<file path="src/rtl/sobel_pkg.sv">
// Shared types and constants for the Sobel datapath blocks.
package sobel_pkg;

    localparam int unsigned PIX_W   = 8;
    localparam int unsigned WIN_PIX = 9;

    typedef enum logic [1:0] {
        DIR_LOAD  = 2'b00,
        DIR_RIGHT = 2'b01,
        DIR_LEFT  = 2'b10,
        DIR_DOWN  = 2'b11
    } dir_t;

    typedef enum logic [1:0] {
        StIdle,
        StRead,
        StDone
    } fetch_state_t;

endpackage

</file>
<file path="src/rtl/window_fetch_addr_gen.sv">
// Maps read index k of a fetch to the SRAM address and the window slot it fills.
module window_fetch_addr_gen #(
    parameter int unsigned ADDR_W = 8
) (
    input  sobel_pkg::dir_t    direction,
    input  logic [3:0]         k,
    input  logic [ADDR_W-1:0]  centre,
    input  logic [ADDR_W-1:0]  stride,
    output logic [ADDR_W-1:0]  mem_addr,
    output logic [3:0]         slot
);
    import sobel_pkg::*;

    logic [1:0]        row;
    logic [1:0]        col;
    logic [ADDR_W-1:0] row_base;

    always_comb begin
        row = 2'd0;
        col = 2'd0;
        unique case (direction)
            DIR_LOAD: begin
                if (k >= 4'd6) begin
                    row = 2'd2;
                    col = 2'(k - 4'd6);
                end else if (k >= 4'd3) begin
                    row = 2'd1;
                    col = 2'(k - 4'd3);
                end else begin
                    row = 2'd0;
                    col = k[1:0];
                end
            end
            DIR_RIGHT: begin
                row = k[1:0];
                col = 2'd2;
            end
            DIR_LEFT: begin
                row = k[1:0];
                col = 2'd0;
            end
            DIR_DOWN: begin
                row = 2'd2;
                col = k[1:0];
            end
            default: ;
        endcase

        unique case (row)
            2'd0:    row_base = centre - stride;
            2'd2:    row_base = centre + stride;
            default: row_base = centre;
        endcase

        // Column offset is col-1; arithmetic wraps modulo 2^ADDR_W.
        mem_addr = row_base + ADDR_W'(col) - ADDR_W'(1);
        slot     = {2'b00, row} * 4'd3 + {2'b00, col};
    end

endmodule

</file>
<file path="src/rtl/window_fetch.sv">
// 3x3 pixel-window fetch engine: shifts retained pixels and reads only newly exposed ones.
module window_fetch #(
    parameter int unsigned PIX_W  = 8,
    parameter int unsigned ADDR_W = 8
) (
    input  logic                 clk,
    input  logic                 n_reset,
    input  logic                 start_fetch,
    input  logic [1:0]           direction,
    input  logic [ADDR_W-1:0]    addr_r,
    input  logic [11:0]          length,
    output logic                 mem_ren,
    output logic [ADDR_W-1:0]    mem_addr,
    input  logic [PIX_W-1:0]     mem_rdata,
    output logic [9*PIX_W-1:0]   window,
    output logic                 window_valid,
    output logic                 busy,
    output logic                 fetch_done
);
    import sobel_pkg::*;

    fetch_state_t      state_q, state_d;
    dir_t              dir_q, eff_dir;
    logic [ADDR_W-1:0] centre_q, stride_q;
    logic [3:0]        cnt_q, num_q;
    logic              pend_q;
    logic [3:0]        pend_slot_q;
    logic              valid_q;
    logic [PIX_W-1:0]  win_q [WIN_PIX];

    logic              accept, issue;
    logic [ADDR_W-1:0] gen_addr;
    logic [3:0]        gen_slot;
    logic              unused_length;

    assign unused_length = ^length[11:ADDR_W];

    assign accept  = (state_q == StIdle) && start_fetch;
    assign issue   = (state_q == StRead) && (cnt_q != num_q);
    // Moves need a consistent window to shift; otherwise fall back to a full load.
    assign eff_dir = valid_q ? dir_t'(direction) : DIR_LOAD;

    window_fetch_addr_gen #(
        .ADDR_W(ADDR_W)
    ) u_addr_gen (
        .direction (dir_q),
        .k         (cnt_q),
        .centre    (centre_q),
        .stride    (stride_q),
        .mem_addr  (gen_addr),
        .slot      (gen_slot)
    );

    always_comb begin
        state_d = state_q;
        unique case (state_q)
            StIdle:  if (start_fetch) state_d = StRead;
            // Final capture lands on the same edge as this transition.
            StRead:  if (cnt_q == num_q) state_d = StDone;
            StDone:  state_d = StIdle;
            default: state_d = StIdle;
        endcase
    end

    always_ff @(posedge clk) begin
        if (n_reset) begin
            state_q     <= StIdle;
            dir_q       <= DIR_LOAD;
            centre_q    <= '0;
            stride_q    <= '0;
            cnt_q       <= '0;
            num_q       <= '0;
            pend_q      <= 1'b0;
            pend_slot_q <= '0;
            valid_q     <= 1'b0;
            for (int i = 0; i < WIN_PIX; i++) win_q[i] <= '0;
        end else begin
            state_q     <= state_d;
            pend_q      <= issue;
            pend_slot_q <= gen_slot;

            if (accept) begin
                dir_q    <= eff_dir;
                centre_q <= addr_r;
                stride_q <= length[ADDR_W-1:0];
                cnt_q    <= '0;
                num_q    <= (eff_dir == DIR_LOAD) ? 4'd9 : 4'd3;
                valid_q  <= 1'b0;
                unique case (eff_dir)
                    DIR_RIGHT: for (int r = 0; r < 3; r++) begin
                        win_q[3*r]   <= win_q[3*r+1];
                        win_q[3*r+1] <= win_q[3*r+2];
                    end
                    DIR_LEFT: for (int r = 0; r < 3; r++) begin
                        win_q[3*r+2] <= win_q[3*r+1];
                        win_q[3*r+1] <= win_q[3*r];
                    end
                    DIR_DOWN: for (int i = 0; i < 6; i++) win_q[i] <= win_q[i+3];
                    default: ;
                endcase
            end

            if (issue) cnt_q <= cnt_q + 4'd1;
            if (pend_q) win_q[pend_slot_q] <= mem_rdata;
            if ((state_q == StRead) && (cnt_q == num_q)) valid_q <= 1'b1;
        end
    end

    always_comb begin
        window = '0;
        for (int i = 0; i < WIN_PIX; i++) window[i*PIX_W +: PIX_W] = win_q[i];
    end

    assign mem_ren      = issue;
    assign mem_addr     = issue ? gen_addr : '0;
    assign window_valid = valid_q;
    assign busy         = (state_q == StRead);
    assign fetch_done   = (state_q == StDone);

endmodule

</file>
<file path="config.mk">
export PLATFORM = sky130hd
export DESIGN_NAME = window_fetch
export DESIGN_NICKNAME = d
export VERILOG_FILES = /design/src/rtl/sobel_pkg.sv /design/src/rtl/window_fetch_addr_gen.sv /design/src/rtl/window_fetch.sv
export SDC_FILE = /design/constraint.sdc
export NUM_CORES = 1
export LEC_CHECK = 0
export BUFFER_PORTS_ARGS = -buffer_cell sky130_fd_sc_hd__buf_4
export CAP_MARGIN = 25
export CORE_MARGIN = 2
export CORE_UTILIZATION = 30
export CTS_CLUSTER_DIAMETER = 60
export DETAILED_ROUTE_END_ITERATION = 8
export GPL_TIMING_DRIVEN = 0
export PLACE_DENSITY_LB_ADDON = 0.05
export SLEW_MARGIN = 20
export SYNTH_ARGS = -nofsm -noshare
export SYNTH_HDL_FRONTEND = slang
export SYNTH_HIERARCHICAL = 1
export SYNTH_SLANG_ARGS = --single-unit
</file>
<file path="constraint.sdc">
create_clock -name clk -period 14.6 [get_ports clk]
set_input_delay 2.19 -clock clk [delete_from_list [all_inputs] [get_ports clk]]
set_output_delay 2.19 -clock clk [all_outputs]
set_load 0.05 [all_outputs]
</file>
; ---- Word-level counts from Yosys, hierarchy flattened
; Memories as Yosys holds them, arrays and structs flattened.
; Index checks and enable logic that the tools add are counted.
[totals]
register_bits = 34
mem_bits_rw = 72
in_bits = 33
out_inout_bits = 84
n_memories = 1
[memory_table]
columns = name, depth, width, rd, rd_clocked_by_memory_dff, wr, line_no
row1 = win_q, 9, 8, 9, 0, 10, window_fetch.sv:29  ; logic [PIX_W-1:0] win_q [WIN_PIX];
[op_classes]
add_sub_neg = 8
n_mul = 1
magnitude_cmp = 2
n_eq_ne = 13
n_mux = 52
bitwise = 18
reduce_logical = 11
[op_table]
columns = op, count
row1 = $mux 8, 19
row2 = $mux 1, 20
row3 = $or 1x1->1, 18
row4 = $pmux 8 s2, 1
row5 = $eq 2x2->1 const B, 6
row6 = $mux 2, 6
row7 = $mux 4, 3
row8 = $add 8x2->8, 1
row9 = $add 8x8->8, 1
row10 = $logic_not 2->1, 4
row11 = $pmux 2 s4, 1
row12 = $sub 8x1->8 const B, 1
row13 = $sub 8x8->8, 1
row14 = $eq 2x1->1 const B, 3
row15 = $pmux 2 s3, 1
row16 = $add 4x1->4 const B, 1
row17 = $add 4x2->4, 1
row18 = $eq 4x4->1, 1
row19 = $ge 4x2->1 const B, 1
row20 = $ge 4x3->1 const B, 1
row21 = $mul 2x2->4 const B, 1
row22 = $ne 4x4->1, 1
row23 = $pmux 2 s2, 1
row24 = $reduce_bool 2->1, 2
row25 = other kinds (6), 9

; ---- Longest topological paths before layout
; Gate-level depths: netlist of run 1.
[logic_depth]
ltp_word = 9
ltp_mapped = 26

; ---- Modules after synthesis
; Netlist of run 1, hierarchy kept.
[by_module_without_submodules]
columns = mod, n_inst, cells_each, area_per_inst_um2
row1 = window_fetch, 1, 524, 5131.2
row2 = window_fetch_addr_gen, 1, 160, 1239.9

; ---- Least setup slack after synthesis of run 1
; OpenSTA, ideal clock, no wires.
[synth_timing]
kind = register to output
from = register cnt_q[0]
to = output mem_addr[7]
arrival_ns = 5.028
t_required_ns = 12.410
setup_slack_ns = 7.382
path_stages_with_launch = 27
n_path_buf = 1
path_cell_list = dfxtp_1 -> inv_1 -> ha_1 -> or3b_4 -> a211oi_2 -> or2_1 -> buf_6 -> inv_1 -> ha_1 -> mux2_2 -> inv_1 -> fa_1 -> nor2_1 -> a21oi_1 -> ha_1 -> inv_1 -> ha_1 -> inv_1 -> fa_1 -> nor2b_1 -> o21ai_0 -> nand2b_1 -> inv_1 -> maj3_2 -> o21bai_2 -> xnor2_1 -> and2_1
[synth_via]
elab_chain_len = 9
word_cells_on_any_way = 18
[synth_lines]
columns = element, line_no
row1 = start: declaration, window_fetch.sv:25  ; logic [3:0] cnt_q, num_q;
row2 = start signal: assignment, window_fetch.sv:103  ; if (issue) cnt_q <= cnt_q + 4'd1;
row3 = $ge 4x2->1, window_fetch_addr_gen.sv:26  ; end else if (k >= 4'd3) begin
row4 = $mux 1, window_fetch_addr_gen.sv:26
row5 = $mux 2, window_fetch_addr_gen.sv:23  ; if (k >= 4'd6) begin
row6 = $pmux 2 s3, window_fetch_addr_gen.sv:21  ; unique case (direction)
row7 = $eq 2x2->1 / $logic_not 2->1 (equally long branches), window_fetch_addr_gen.sv:49  ; unique case (row)
row8 = $pmux 8 s2, window_fetch_addr_gen.sv:49
row9 = $add 8x2->8 (*), window_fetch_addr_gen.sv:56  ; mem_addr = row_base + ADDR_W'(col) - ADDR_W'(1);
row10 = $sub 8x1->8 (*), window_fetch_addr_gen.sv:56
row11 = net gen_addr[7], window_fetch.sv:32  ; logic [ADDR_W-1:0] gen_addr;
row12 = $mux 8 (*), window_fetch.sv:115  ; assign mem_addr = issue ? gen_addr : '0;
row13 = end: declaration, window_fetch.sv:13  ; output logic [ADDR_W-1:0] mem_addr,
; The timed path passes the listed nets; every way through them passes the cells marked *.

; ---- Final worst setup path of run 1
; Same ends and word-level chain as after synthesis.

==> results.tsv, run 1 <==
metric	value	unit
outcome	finished clean	
Clk Latency, worst-skew pair	0.36	ns
Min Hold Slack	0.470	ns
Worst Hold Depth	2	
via count	5398	
die area	22400	um^2
clk_skew	0.0120	ns
Slowest cell on crit path	dfxtp_1	
final hold vios	0	
I/O pin cnt	117	
Num CTS Buffers	9	
Worst R2R Path Depth	12	
Required @ worst endpoint	12.41	ns
DR DRC count	0	
Mapped Nets	747	
cell mode on critical path	inv_1	
GP Congestion	0.773	
Rows	53	
max-cap violations	0	
Inst Count DP	1062	
Setup violations, final	0	
CTS sink cnt	105	
post-route insts no fill	1079	
core footprint	21000	um^2
post-synth cell types	64	
largest net degree at the start of global routing	19	
total gr overflow	0	
Cell Area, Synth	6370	um^2
post-CTS sizing	0	
post-synthesis sequential area ratio	44.3	%
hold crit path type	flip-flop to flip-flop	
antenna violations before repair	0	
yosys warns	6	
setup TNS	0	ns
cell with the most instances after synthesis	nand2_1	
Final HPWL DP	16300	um
critical path depth	27	
Syn Inst Count	684	
Final nets	861	
Worst Tran Pin Value	0.909	ns
crit start category	flip-flop	
Post-DP Area	7490	um^2
CTS max path bufs	2	
# port buffers	102	
fin crit share	55.0	%
Setup Buffers After CTS	0	
synth top area cells	edfxtp_1 (34%), dfxtp_1 (10%), nand2_1 (8.4%), ha_1 (5.1%), a31oi_1 (3.6%)	
die width	150	um
CP Class	flip-flop to output port	
FFs w/ async S/R, synth	0	%
Via density	5.00	
design area	7770	um^2
worst IR drop on VDD	0.0523	mV
Arr. time, crit path	5.84	ns
CTS tree	done	
layout cells sized above 1	21.5	%
min cycle time layout	8.03	ns
CP peak stage delay	0.54	ns
Pleak	3.11	nW
Mean Syn Cell Area	9.31	um^2
post-synth top area cell	edfxtp_1	
kind of cell adding the most delay to the critical path	adder cells	
Initial Util	30.4	%
Overall Global Routing Usage	18.4	%
clock slew at reported path FFs	0.07	ns
Seq cells post-synth	105	
Hold-fix buffers, CTS	0	
CP max FO	10	
number of synthesized flops with an enable pin	72	
Slew Limit Fails	0	
detailed-route wire length per cell	19.0	um
layout overhead on the synthesized area	21.9	%
Primary FF master, synth	edfxtp_1	
PwrDens	109	nW/um^2
global-route wire length before repair	30900	um
root buffer cell	clkbuf_16	
number of global-route vias before repair	5267	
ANT nets after route	0	
top cells by count, synth	nand2_1 (143), edfxtp_1 (72), nor2_1 (57)	
Synth top area share	33.9	%
DR iter-0 viols	377	
H-tree levels	3	
slew margin rel.	39.0	%
DR pass1 iterations	4	
Buf/Inv on CP	8	
RSZ-0062 raised after global routing	no	
Routed WL	20500	um
Worst Setup End Kind	output port	
f_max	125	MHz
die height	150	um
total power	0.847	mW
-- area by class of cell --
| type | count | area [um^2] |
|---|---|---|
| antenna | 1 | 2.50 |
| tap | 275 | 344 |
| fill | 2183 | 13200 |
| buffer | 47 | 211 |
| inverter | 29 | 109 |
| sequential | 105 | 2820 |
| timing repair buffer | 103 | 771 |
| clock inverter | 6 | 50.0 |
| multi-input combinational | 503 | 3230 |
| clock buffer | 10 | 229 |
-- worst register-to-register path, cell delays in order, from the launching register on --
cell and delay (ns):
dfxtp_1 0.54, inv_1 0.08, ha_1 0.24, or3b_4 0.38
a211oi_2 0.20, or2_1 0.15, buf_6 0.14, inv_1 0.10
fa_1 0.55, inv_1 0.04, ha_1 0.20, fa_1 0.43
nor2b_1 0.13
-- report_power, final --
group	switching (mW)	leakage [nW]	total [mW]	internal, mW
combinational	0.156	1.96	0.258	0.102
sequential	0.0156	1.01	0.348	0.333
clock	0.122	0.131	0.241	0.119
total	0.294	3.11	0.847	0.553
-- kinds of logic after synthesis --
kind of cell | Yosys count | share of synthesized area [%]
flip-flops | 105 | 44.3
XOR/XNOR | 23 | 3.38
buffers and inverters | 76 | 5.03
AO/OA/AOI/OAI | 158 | 16.7
adder cells (fa/ha/maj) | 31 | 6.54
AND/OR/NAND/NOR | 267 | 19.8
multiplexers | 24 | 4.26
-- final timing paths --
path                                       end         from  slack, ns
worst max register to register  pend_slot_q[2]     cnt_q[0]      11.30
worst max-delay path               mem_addr[7]     cnt_q[0]       6.57
worst min-delay path               stride_q[6]  stride_q[6]       0.47
worst min register to register     stride_q[6]  stride_q[6]       0.47
-- routing by layer --
layer | routed length (um) | up-vias | global-route usage, %
met2 | 8680 | 176 | 26.7
li1 | - | 2654 | -
met3 | 1320 | 14 | 2.62
met1 | 10300 | 2554 | 28.5
met4 | 206 | 0 | 4.62
met5 | 0 | - | 0
-- stage by stage --
stage	utilization [%]	setup WS [ns]
after floorplan	-	7.38
after global placement	35.7	7.01
after detailed placement	35.7	6.93
after CTS	37.1	6.51
after global routing	37.1	6.10
final	37.1	6.57
-- registers in the layout (all words and copies together), names as in the netlist --
register,flops
win_q,72
centre_q,8
stride_q,8
cnt_q,4
pend_slot_q,4
num_q,3
dir_q,2
state_q,2
pend_q,1
window_valid,1
-- cell usage in the layout (no fill, tap or decap), drive strengths merged, types with 3 or more instances in the layout --
cell type and n:
a211oi 4, a21o 4, a21oi 34, a221o 8
a22oi 18, a31oi 37, and2 17, buf 119
clkbuf 41, dfxtp 33, edfxtp 72, fa 4
ha 26, inv 32, mux2 19, mux2i 5
nand2 143, nand2b 6, nor2 57, nor2b 13
nor3 7, nor3b 4, nor4 3, o21a 3
o21ai 25, o31ai 17, xnor2 13, xor2 9
(Power assumes the default switching activity.)
==> run 2: changes to the inputs <==
Clock period 14.6 ns to 7 ns, I/O delays scaled along.
==> run 2 against run 1 <==
Final cell count did not move. Total power is 110% higher. Sequential share of layout area barely moved. Critical path type unchanged.
==> results.tsv, run 2 (same netlist as run 1, synthesis figures left out) <==
metric	value	unit
outcome	finished clean	
Final nets	861	
# port buffers	102	
Net Switching	0.614	mW
largest net degree at the start of global routing	19	
CTS sink cnt	105	
CP Class	flip-flop to output port	
crit start category	flip-flop	
core footprint	21000	um^2
CP max FO	10	
root buffer cell	clkbuf_16	
Arr. time, crit path	5.54	ns
P_int	1.15	mW
setup TNS	0	ns
clock slew at reported path FFs	0.07	ns
fin crit share	94.2	%
max reg flops	72	
CP peak stage delay	0.53	ns
via count	5390	
combinational share of power	30.5	%
Buf/Inv on CP	8	
Biggest register	win_q	
total gr overflow	0	
most frequent cells in the layout	nand2_1 (143), buf_4 (103), edfxtp_1 (72)	
GP Congestion	0.773	
Required @ worst endpoint	5.95	ns
Clk Latency, worst-skew pair	0.36	ns
Overall Global Routing Usage	18.4	%
die width	150	um
Worst Setup End Kind	output port	
I/O pin cnt	117	
Setup violations, final	0	
Pleak	3.11	nW
Rows	53	
cell mode on critical path	inv_1	
hold crit path type	flip-flop to flip-flop	
global-route wire length before repair	30900	um
Via density	5.00	
Slowest cell on crit path	fa_1	
Num CTS Buffers	9	
biggest regs	win_q: 72 flops, centre_q: 8 flops, stride_q: 8 flops	
PwrDens	227	nW/um^2
layout cells sized above 1	22.0	%
worst IR drop on VDD	0.108	mV
max-cap violations	0	
DR iter-0 viols	370	
layout overhead on the synthesized area	22.1	%
H-tree levels	3	
sw frac	34.7	%
clk_skew	0.0118	ns
DR pass1 iterations	5	
Initial Util	30.4	%
die height	150	um
number of global-route vias before repair	5267	
total power	1.77	mW
final hold vios	0	
Final HPWL DP	16300	um
power share of the sequential group	41.1	%
RSZ-0062 raised after global routing	no	
CTS tree	done	
kind of cell adding the most delay to the critical path	adder cells	
CTS max path bufs	2	
DR DRC count	0	
Clk pwr share	28.4	%
commonest non-fill, non-tap cell in the layout	nand2_1	
antenna violations before repair	0	
f_max	152	MHz
Routed WL	20500	um
Slew Limit Fails	0	
slew margin rel.	39.4	%
die area	22400	um^2
ANT nets after route	0	
detailed-route wire length per cell	19.0	um
min cycle time layout	6.59	ns
Worst Tran Pin Value	0.903	ns
## run 2: area by class of cell
type	instances	area (um^2)
tap	275	344
multi-input combinational	503	3230
sequential	105	2830
inverter	29	109
clock inverter	6	50.0
antenna	1	2.50
clock buffer	10	229
buffer	47	211
fill	2182	13200
timing repair buffer	103	771
## run 2: per-layer routing
| layer | vias up | GRT usage, % | part of all wire, % |
|---|---|---|---|
| met2 | 159 | 26.7 | 42 |
| met1 | 2565 | 28.5 | 51 |
| li1 | 2653 | - | - |
| met4 | 0 | 4.62 | 0.94 |
| met3 | 13 | 2.62 | 5.9 |
| met5 | - | 0 | 0 |
## run 2: path summary, 6_finish.rpt
kind	startpoint	to	slack, ns	depth (start not counted)
worst max-delay path	cnt_q[0]	mem_addr[7]	0.41	27
worst min-delay path	stride_q[6]	stride_q[6]	0.47	2
worst max register to register	cnt_q[0]	pend_slot_q[2]	3.87	12
worst min register to register	stride_q[6]	stride_q[6]	0.47	2
## run 2: worst min-delay path, stage by stage, from the launching register on
cell and delay, ns:
dfxtp_1 0.32, nand2_1 0.05, a21oi_1 0.05
## run 2: timing repair
item	in CTS	in global routing
buffers inserted	0	0
hold buffers	0	0
gates resized for setup	0	5
endpoints found under the setup margin	0	1
endpoints found under the hold margin	0	0
## run 2: power by group through the flow
stage / clock network, mW / logic, mW / registers, mW
global placement: 0 / 0.532 / 0.740
floorplan: 0 / 0.337 / 0.798
global route: 0.533 / 0.588 / 0.731
detailed placement: 0 / 0.538 / 0.740
finish: 0.502 / 0.539 / 0.726
CTS: 0.512 / 0.542 / 0.726
## run 2: stage by stage
step / setup WS (ns) / hold WS [ns] / cells / utilization, % / instance area, um^2
CTS: 0.0470 / 0.464 / 1078 / 37.1 / 7760
global placement: 0.550 / 0.454 / 1061 / 35.7 / 7480
finish: 0.407 / 0.469 / 1079 / 37.1 / 7780
global route: 0.0370 / 0.499 / 1078 / 37.1 / 7780
detailed placement: 0.474 / 0.454 / 1062 / 35.7 / 7490
floorplan: 0.922 / 0.436 / 684 / - / 6370
==> run 3: changes to the inputs <==
Settings changed: SYNTH_HIERARCHICAL 1 to default.
Clock period 7 ns to 7.7 ns, I/O delays scaled along.
==> run 3 against run 2 <==
Final area is 2.5% lower. Sequential share of layout area is 0.88 points higher. Flip-flop and latch count stayed put. Combinational power is 12% lower. Count of clock-buffer cells in the layout is 1 lower. Clock skew is 0.0050 ns higher. Utilization is 0.59 points higher. Sequential power is 8.8% lower. Worst hold slack worse by 0.0025 ns. Clock power is 7.8% lower. Via count is 2.8% higher. Critical path type unchanged. Critical endpoint unchanged.
==> results.tsv, run 3 <==
metric	value	unit
ANT nets after route	0	
cell mode on critical path	ha_1	
detailed-route wire length per cell	22.5	um
clock slew at reported path FFs	0.07	ns
biggest regs	win_q: 72 flops, centre_q: 8 flops, stride_q: 8 flops	
post-route insts no fill	1031	
DR iter-0 viols	447	
worst hold start	stride_q[6]	
Worst Tran Pin Value	0.965	ns
total gr overflow	0	
Required @ worst endpoint	6.55	ns
Final nets	817	
crit start category	flip-flop	
design area	7580	um^2
Post-DP Area	7290	um^2
reg-to-reg startpoint	cnt_q[0]	
Num CTS Buffers	9	
r2r endpoint	pend_slot_q[2]	
global-route wire length before repair	34800	um
post-synth top area cell	edfxtp_1	
number of synthesized flops with an enable pin	72	
combinational share of power	29.6	%
power share of the sequential group	41.4	%
outcome	finished clean	
r2r setup slk	4.48	ns
core footprint	20100	um^2
Seq cells post-synth	105	
die height	147	um
hold crit path type	flip-flop to flip-flop	
FFs w/ async S/R, synth	0	%
cell with the most instances after synthesis	nand2_1	
Worst Setup End Kind	output port	
Biggest register	win_q	
critical path depth	25	
Slowest cell on crit path	fa_1	
Primary FF master, synth	edfxtp_1	
Inserted Diodes	0	
Pleak	3.02	nW
Routed WL	23100	um
Mean Syn Cell Area	9.67	um^2
number of global-route vias before repair	5633	
Hold Path Sink	stride_q[6]	
root buffer cell	clkbuf_16	
Setup Buffers After CTS	0	
die area	21500	um^2
CTS tree	done	
Cell Area, Synth	6110	um^2
Inst Count DP	1014	
fin crit share	89.7	%
commonest non-fill, non-tap cell in the layout	buf_4	
Net Switching	0.560	mW
Hold-fix buffers, CTS	0	
fillers	2084	
CTS max path bufs	2	
CP Class	flip-flop to output port	
yosys warns	0	
Mapped Nets	693	
Via density	5.37	
layout cells sized above 1	23.0	%
Setup violations, final	0	
max-cap violations	0	
Rows	52	
Final HPWL DP	17400	um
CP max FO	10	
layout overhead on the synthesized area	24.1	%
post-CTS sizing	0	
via count	5541	
P_int	1.04	mW
most frequent cells in the layout	buf_4 (112), nand2_1 (87), edfxtp_1 (72)	
min cycle time layout	6.91	ns
Min Hold Slack	0.467	ns
Buf/Inv on CP	6	
worst IR drop on VDD	0.141	mV
top cells by count, synth	nand2_1 (87), edfxtp_1 (72), a21oi_1 (68)	
H-tree levels	3	
f_max	145	MHz
Arr. time, crit path	5.75	ns
post-synthesis sequential area ratio	46.2	%
DR pass1 iterations	5	
Worst Hold Depth	2	
Clk Latency, worst-skew pair	0.37	ns
Synth top area share	35.4	%
antenna violations before repair	0	
kind of cell adding the most delay to the critical path	adder cells	
max reg flops	72	
Initial Util	30.4	%
Clk pwr share	29.0	%
Overall Global Routing Usage	21.6	%
clk_skew	0.0168	ns
final hold vios	0	
die width	147	um
slew margin rel.	35.2	%
synth top area cells	edfxtp_1 (35%), dfxtp_1 (11%), a21oi_1 (5.6%), nand2_1 (5.3%), a221oi_1 (5.3%)	
Worst R2R Path Depth	12	
post-synth cell types	55	
sw frac	35.1	%
RSZ-0062 raised after global routing	no	
final worst-path setup slack	0.794	ns
CTS sink cnt	105	
I/O pin cnt	117	
Slew Limit Fails	0	
Syn Inst Count	632	
DR DRC count	0	
PwrDens	211	nW/um^2
largest net degree at the start of global routing	20	
Post-Place Worst Slack	1.10	ns
# port buffers	110	
setup TNS	0	ns
GP Congestion	0.881	
CP peak stage delay	0.43	ns
## run 3: cell types whose count changed in the layout (fill, tap and decap cells not counted), moves of 6 or more
cell and delta:
a221oi_1 +37, a221o_1 -8, inv_1 +6, buf_4 +9, o31ai_1 -14, and2_1 -16
nand3_1 +13, a31oi_1 -30, a21oi_1 +35, clkbuf_1 -8, o21ai_0 +20, nor2_1 -23
nand2_1 -56
## run 3: worst min-delay path: stages, from the launching register on
cell and delay (ns):
dfxtp_1 0.32, nand2_1 0.05, a21oi_1 0.05
## run 3: cell type report
class,instances,area (um^2),share of cell area (%)
well taps,270,338,4.46
clock buffers,9,225,2.97
multi-input cells,452,2980,39.3
plain buffers,39,176,2.33
repair buffers,113,846,11.2
flip-flops and latches,105,2820,37.2
clock inverters,7,60.1,0.792
inverters,36,135,1.78
## run 3: power groups by stage
stage	clock, mW	combinational, mW	sequential [mW]
detailed placement	0	0.476	0.675
finish	0.463	0.473	0.662
CTS	0.474	0.479	0.662
global route	0.495	0.518	0.665
global placement	0	0.472	0.675
floorplan	0	0.284	0.727
## run 3: how the worst max path moves through the flow
stage               startpoint     endpoint  slack (ns)
finish                cnt_q[0]  mem_addr[7]        0.79
global route          cnt_q[0]  mem_addr[7]        0.22
CTS                   cnt_q[0]  mem_addr[7]        0.69
detailed placement    cnt_q[0]  mem_addr[7]        1.10
global placement      cnt_q[0]  mem_addr[7]        1.15
floorplan             cnt_q[0]  mem_addr[7]        1.39
## run 3: through the flow
stage                     power, mW  util (%)
after floorplan                1.01         -
after global placement         1.15      36.2
after detailed placement       1.15      36.3
after CTS                      1.62      37.7
after global routing           1.68      37.7
final                          1.60      37.7
## run 3: metal layers
layer  up-vias  share of wire (%)  GRT usage (%)
met2       218                 49           37.6
met4         0                2.9           8.79
met5         -                  0              0
li1       2579                  -              -
met3        35                5.7           2.89
met1      2709                 42           27.1
## run 3: cells by family (layout without fill, tap and decap cells)
| kind of cell | count (synthesis) | after routing | synth area share [%] |
|---|---|---|---|
| buffers and inverters | 75 | 204 | 5.10 |
| xor gates and xnor gates | 22 | 22 | 3.38 |
| DFF | 105 | 105 | 46.2 |
| and+or+nand+nor | 177 | 177 | 13.7 |
| muxes | 26 | 26 | 4.65 |
| adders and majority gates | 28 | 28 | 6.23 |
| AOI/OAI and AO/OA | 199 | 199 | 20.7 |
